==> config.mk <==
export PLATFORM = sky130hd
export DESIGN_NAME = request_dispatcher
export DESIGN_NICKNAME = d
export VERILOG_FILES = /design/src/rtl/request_dispatcher.sv
export SDC_FILE = /design/constraint.sdc
export NUM_CORES = 1
export LEC_CHECK = 0
export BUFFER_PORTS_ARGS = -buffer_cell sky130_fd_sc_hd__buf_2
export CAP_MARGIN = 20
export CORE_MARGIN = 8
export CORE_UTILIZATION = 56
export CTS_BUF_LIST = sky130_fd_sc_hd__clkbuf_2
export DETAILED_ROUTE_END_ITERATION = 16
export GPL_TIMING_DRIVEN = 0
export PLACE_DENSITY = 0.79
export SYNTH_ARGS = -nofsm -noshare
export SYNTH_HDL_FRONTEND = slang
export SYNTH_SLANG_ARGS = --single-unit
==> constraint.sdc <==
create_clock -name clk -period 2.6 [get_ports clk]
set_input_delay 0.26 -clock clk [delete_from_list [all_inputs] [get_ports clk]]
set_output_delay 0.26 -clock clk [all_outputs]
set_load 0.1 [all_outputs]
==> src/rtl/request_dispatcher.sv <==
// request_dispatcher
//
// Collects slot IDs reported by the request queue on each completed push,
// keeps them in arrival order, and drains them in FIFO order. Each drained ID
// becomes a registered pop toward the queue. The read data returns one cycle
// later and is captured into a 4-entry output buffer that feeds a valid/ready
// request stream. Credits cover the pop pipeline, so a captured word always
// has a free buffer entry.
//
// Ports
//   clk, reset            clock, synchronous active-high reset
//   enable                permits new pops (in-flight pops still complete)
//   slot_valid_in         queue push completed, slot_id_in = slot written
//   rq_pop_en_out         registered pop strobe to the queue
//   rq_pop_slot_id_out    registered slot to read and free (holds when idle)
//   rq_pop_data_in        queue read data, valid the cycle after a pop
//   out_valid/out_ready   request stream handshake
//   out_data/out_slot_id  request word and its source slot
//   pending_count         IDs currently waiting in the ID FIFO
//   error                 sticky ID-FIFO overflow flag
module request_dispatcher #(
  parameter int DATA_WIDTH = 8,
  parameter int LSIZE      = 4
) (
  input  logic                  clk,
  input  logic                  reset,
  input  logic                  enable,
  input  logic                  slot_valid_in,
  input  logic [LSIZE-1:0]      slot_id_in,
  output logic                  rq_pop_en_out,
  output logic [LSIZE-1:0]      rq_pop_slot_id_out,
  input  logic [DATA_WIDTH-1:0] rq_pop_data_in,
  output logic                  out_valid,
  output logic [DATA_WIDTH-1:0] out_data,
  output logic [LSIZE-1:0]      out_slot_id,
  input  logic                  out_ready,
  output logic [LSIZE:0]        pending_count,
  output logic                  error
);

  localparam int             DEPTH   = 1 << LSIZE;
  localparam logic [LSIZE:0] ID_FULL = (LSIZE+1)'(DEPTH);

  // ID FIFO
  logic [LSIZE-1:0] id_mem_q [DEPTH];
  logic [LSIZE-1:0] id_wr_ptr_q, id_wr_ptr_d;
  logic [LSIZE-1:0] id_rd_ptr_q, id_rd_ptr_d;
  logic [LSIZE:0]   id_cnt_q, id_cnt_d;
  logic             id_empty, id_full, id_wr, id_rd, overflow;

  // Output buffer
  logic [DATA_WIDTH-1:0] ob_data_q [4];
  logic [LSIZE-1:0]      ob_id_q   [4];
  logic [1:0]            ob_wr_ptr_q, ob_rd_ptr_q;
  logic [2:0]            ob_cnt_q, ob_cnt_d;
  logic                  ob_enq, ob_deq;

  // Pop pipeline
  logic             pop_en_q, pop_en_d;
  logic [LSIZE-1:0] pop_id_q, pop_id_d;
  logic             cap_q;
  logic [LSIZE-1:0] cap_id_q;
  logic [1:0]       inflight_q, inflight_d;
  logic [2:0]       credits_used;
  logic             issue;
  logic             error_q, error_d;

  assign id_empty = (id_cnt_q == '0);
  assign id_full  = (id_cnt_q == ID_FULL);

  // Buffer entries already spoken for: occupied plus pops still on their way.
  assign credits_used = ob_cnt_q + {1'b0, inflight_q};
  assign issue        = enable && !id_empty && (credits_used < 3'd4);

  // A full FIFO still accepts a push when the head leaves in the same cycle.
  assign id_rd    = issue;
  assign id_wr    = slot_valid_in && (!id_full || id_rd);
  assign overflow = slot_valid_in && id_full && !id_rd;

  assign ob_enq = cap_q;
  assign ob_deq = out_valid && out_ready;

  always_comb begin
    id_wr_ptr_d = id_wr_ptr_q;
    id_rd_ptr_d = id_rd_ptr_q;
    id_cnt_d    = id_cnt_q;
    if (id_wr) id_wr_ptr_d = id_wr_ptr_q + 1'b1;
    if (id_rd) id_rd_ptr_d = id_rd_ptr_q + 1'b1;
    case ({id_wr, id_rd})
      2'b10:   id_cnt_d = id_cnt_q + 1'b1;
      2'b01:   id_cnt_d = id_cnt_q - 1'b1;
      default: id_cnt_d = id_cnt_q;
    endcase

    ob_cnt_d = ob_cnt_q;
    case ({ob_enq, ob_deq})
      2'b10:   ob_cnt_d = ob_cnt_q + 1'b1;
      2'b01:   ob_cnt_d = ob_cnt_q - 1'b1;
      default: ob_cnt_d = ob_cnt_q;
    endcase

    inflight_d = inflight_q;
    case ({issue, cap_q})
      2'b10:   inflight_d = inflight_q + 1'b1;
      2'b01:   inflight_d = inflight_q - 1'b1;
      default: inflight_d = inflight_q;
    endcase

    pop_en_d = issue;
    pop_id_d = issue ? id_mem_q[id_rd_ptr_q] : pop_id_q;
    error_d  = error_q | overflow;
  end

  always_ff @(posedge clk) begin
    if (reset) begin
      id_wr_ptr_q <= '0;
      id_rd_ptr_q <= '0;
      id_cnt_q    <= '0;
      ob_wr_ptr_q <= '0;
      ob_rd_ptr_q <= '0;
      ob_cnt_q    <= '0;
      pop_en_q    <= 1'b0;
      pop_id_q    <= '0;
      cap_q       <= 1'b0;
      cap_id_q    <= '0;
      inflight_q  <= '0;
      error_q     <= 1'b0;
    end else begin
      id_wr_ptr_q <= id_wr_ptr_d;
      id_rd_ptr_q <= id_rd_ptr_d;
      id_cnt_q    <= id_cnt_d;
      if (ob_enq) ob_wr_ptr_q <= ob_wr_ptr_q + 1'b1;
      if (ob_deq) ob_rd_ptr_q <= ob_rd_ptr_q + 1'b1;
      ob_cnt_q    <= ob_cnt_d;
      pop_en_q    <= pop_en_d;
      pop_id_q    <= pop_id_d;
      // Read data arrives one cycle after the pop; carry the slot alongside.
      cap_q       <= pop_en_q;
      cap_id_q    <= pop_id_q;
      inflight_q  <= inflight_d;
      error_q     <= error_d;
    end
  end

  // Storage arrays carry no reset; occupancy is tracked by the counters.
  always_ff @(posedge clk) begin
    if (!reset && id_wr) id_mem_q[id_wr_ptr_q] <= slot_id_in;
    if (!reset && ob_enq) begin
      ob_data_q[ob_wr_ptr_q] <= rq_pop_data_in;
      ob_id_q[ob_wr_ptr_q]   <= cap_id_q;
    end
  end

  assign rq_pop_en_out      = pop_en_q;
  assign rq_pop_slot_id_out = pop_id_q;
  assign out_valid          = (ob_cnt_q != 3'd0);
  assign out_data           = out_valid ? ob_data_q[ob_rd_ptr_q] : '0;
  assign out_slot_id        = out_valid ? ob_id_q[ob_rd_ptr_q] : '0;
  assign pending_count      = id_cnt_q;
  assign error              = error_q;

endmodule

==> summary.txt <==
Critical path
  • Critical Path AT: 3100 ps
  • CP Launch Type: register
  • Crit-path max cell delay: 430 ps
  • Max stage delay cell, worst path: a311o_2
  • Crit-path max FO: 6
  • Worst r2r path cells: 10
  • CP cell instances: ha_4 -> a311o_2 -> a31oi_4 -> nand2_2 -> inv_1 -> ha_2 -> a31oi_1 -> o21ai_1 -> o221a_2 -> mux2_4
  • Critical path type: reg -> reg
  • Setup crit end kind: register
  • Reg-to-reg critical path startpoint: ob_cnt_q[1]
  • R2R Path End: pending_count[4]
  • Family with the most delay on the worst path: compound AO/OA/AOI/OAI gates
  • R2R Setup Slk: between 50 and 60 ps
  • Crit path buf inv count: 1
  • Req. time, crit path: 3150 ps

Logic synthesis
  • Syn Inst Count: 367
  • Share of flip-flops with an asynchronous set or reset: 0%
  • Syn Nets: around 400
  • Cell with the most instances after synthesis: edfxtp_1
  • Netlist cell types: 49
  • Yosys warnings: 0
  • Synth cell count leaders: edfxtp_1 (112), dfxtp_1 (35), nor2_1 (32)
  • Number of synthesized flops with an enable pin: about 110
  • Seq/Total Area, Yosys: roughly 67%
  • Area contributors post-synth: edfxtp_1 (56%), dfxtp_1 (12%), mux4_2 (11%)
  • Synth Cell Area: approximately 6000 µm²
  • Syn Area/Cell: about 16 µm²
  • #FFs+latches synth: 147
  • Share of the synthesized area in the top cell type: 55.72%
  • Synth Flop Type: edfxtp_1
  • Area leader, netlist: edfxtp_1

Global routing
  • Grt ovf: 0
  • All-Layer GR Usage: 15.47%
  • Initial antenna violation count: 0
  • First-pass GRT wire length: 17.08 mm
  • Vias in the first global route: ~3,300
  • Largest net degree at the start of global routing: 17
  • Most Used Layer, Global Route: met2
  • Met2 GRT Util: about a quarter
  • Met1 usage: a little under a fifth
  • M3 GR Usage: between 4 and 5%

Timing
  • Final Hold Viols: 0
  • Final setup fails: 0
  • Final period util: 98.00%
  • Hold_ws: 68.70 ps
  • Minimum clock period: 2548 ps
  • Setup Skew: around 26 ps
  • Least-Margin Pin Slew: about 650 ps
  • Slew headroom: 56.45%
  • Total negative setup slack: 0 ps
  • Max-slew violation count: 0
  • Fmax achieved: 392.5 MHz

Min path
  • Worst hold start: enable
  • Hold path endpoint: id_rd_ptr_q[1]
  • Worst hold stages: 5
  • Hold Crit Class: in -> reg

Clocking
  • Htree depth: 4
  • Clk buf depth: 2
  • Reg clk slew, reported paths: around 200 ps
  • Root Buffer: clkbuf_2
  • Clock Sinks: around 150
  • Clk_lat worst skew: 660 ps
  • CTS Buf Count: 17
  • CTS tree: yes

Cells and area
  • P&R area growth vs syn: 16.09%
  • Fin nets: ~480
  • # diodes: 0
  • Layout cells sized above 1: 31.66%
  • Reg area: 4071 µm²
  • Fillers: between 700 and 800
  • Multi-input gate area: 1968 µm²

Pwr
  • VDD IR max: just under 800 µV
  • Leak pwr: 2.399 nW
  • Pwr dens: 976.1 nW/µm²

Die
  • Row count: 38
  • Die H: 119.8 µm
  • # IOs: 41
  • Core box area: around 11,000 µm²
  • Die Area: 14,360 µm²
  • Initial Util: around 56%
  • Die width: about 120 µm

Route
  • # DRC: 0
  • Post-DRT Antenna Nets: 0
  • Vias per inst: 5.716
  • Vias: 3,418
  • First-pass DRT Iterations: 5
  • Wire per inst: 18.63 µm
  • Routed wire length: 11.14 mm
  • DRT iter0 DRCs: 375

Placement
  • PortBufs: 39
  • GPL Wtd Cong: 0.8109
  • DP Wirelength: 7.381 mm

Run
  • Max_cap viols: 0

Status
  • Outcome: complete, no violations
-- layout by cell type, fill, tap and decap left out, types with 5 or more instances in the layout --
master,instances
edfxtp_1,112
buf_2,31
mux4_2,30
dfxtp_1,29
nor2_1,28
clkbuf_2,20
and2_1,18
buf_4,17
dlygate4sd3_1,14
inv_1,11
ha_1,11
xor2_1,8
a21oi_1,7
dfxtp_2,6
nand2_1,5
nand2b_1,5
clkbuf_1,5
nor2b_1,5
xnor2_1,5
o21ai_0,5
-- power breakdown --
part | internal [mW] | switching, mW
Combinational | 0.831 | 1.82
Clock | 0.535 | 0.795
Sequential | 2.70 | 0.157
Total | 4.06 | 2.77
-- layout make-up --
type	instances	share of cell area, %
Buffer	15	1.250
Clock buffer	18	1.286
Clock inverter	13	2.286
Inverter	11	0.5893
Multi-Input combinational cell	194	28.09
Sequential cell	147	58.11
Tap cell	140	2.500
Timing Repair Buffer	60	5.893
-- routing by layer --
metal / up-vias / wire length [µm]
met5: - / 0
met3: 11 / 712
li1: 1576 / -
met1: 1710 / 4548
met2: 121 / 5767
met4: 0 / 112
-- worst min-delay path, stage by stage --
cell     delay, ps
buf_2          100
inv_1          100
a31oi_4         80
nand3_1         80
a21oi_1         50
-- flip-flops by register name, summed over array words and instances (netlist names), named ones only --
signal / cells
id_mem_q: 64
ob_data_q: 32
ob_id_q: 16
pending_count: 5
cap_id_q: 4
id_rd_ptr_q: 4
id_wr_ptr_q: 4
rq_pop_slot_id_out: 4
ob_cnt_q: 3
inflight_q: 2
ob_rd_ptr_q: 2
ob_wr_ptr_q: 2
cap_q: 1
error: 1
rq_pop_en_out: 1
-- stage by stage --
stage / instance area, µm² / util, % / instances / worst slack, ps / power, mW
5_1_grt: 7007 / 65.50 / 598 / -34.61 / 7.105
3_5_place_dp: 6411 / 59.93 / 546 / -244.3 / 5.417
4_1_cts: 6873 / 64.25 / 591 / 0.9994 / 6.748
2_1_floorplan: 6041 / - / 367 / 39.34 / 4.963
6_report: 7007 / 65.50 / 598 / 52.09 / 6.839
3_3_place_gp: 6411 / 59.93 / 546 / -142.9 / 5.367
-- kinds of logic after synthesis --
| family | synth area share (%) |
|---|---|
| xor gates and xnor gates | 2.032 |
| DFF | 67.33 |
| and+or+nand+nor | 8.520 |
| buffers and inverters | 1.969 |
| AOI/OAI and AO/OA | 3.939 |
| muxes | 12.98 |
| adders and majority gates | 3.234 |
-- repair_timing --
item                                    4_1_cts  5_1_grt
endpoints found under the hold margin       100        0
buffers inserted                              0        7
endpoints found under the setup margin       60       57
hold buffers                                 14        0
pin swaps                                     3        5
gates resized for setup                      19       31
-- worst max-delay path by stage --
| stage | startpoint | to | slack (ps) | depth (start not counted) |
|---|---|---|---|---|
| final | ob_cnt_q[1] | pending_count[4] | 50 | 10 |
| after detailed placement | ob_cnt_q[1] | id_mem_q[1][3] | -240 | 5 |
| after global placement | ob_cnt_q[1] | id_mem_q[1][3] | -140 | 5 |
| after floorplan | pending_count[4] | pending_count[4] | 40 | 9 |
| after global routing | ob_cnt_q[1] | inflight_q[1] | -30 | 7 |
| after CTS | id_rd_ptr_q[1] | rq_pop_slot_id_out[0] | 1 | 5 |
Note: power is estimated with default switching activity, not from simulation.
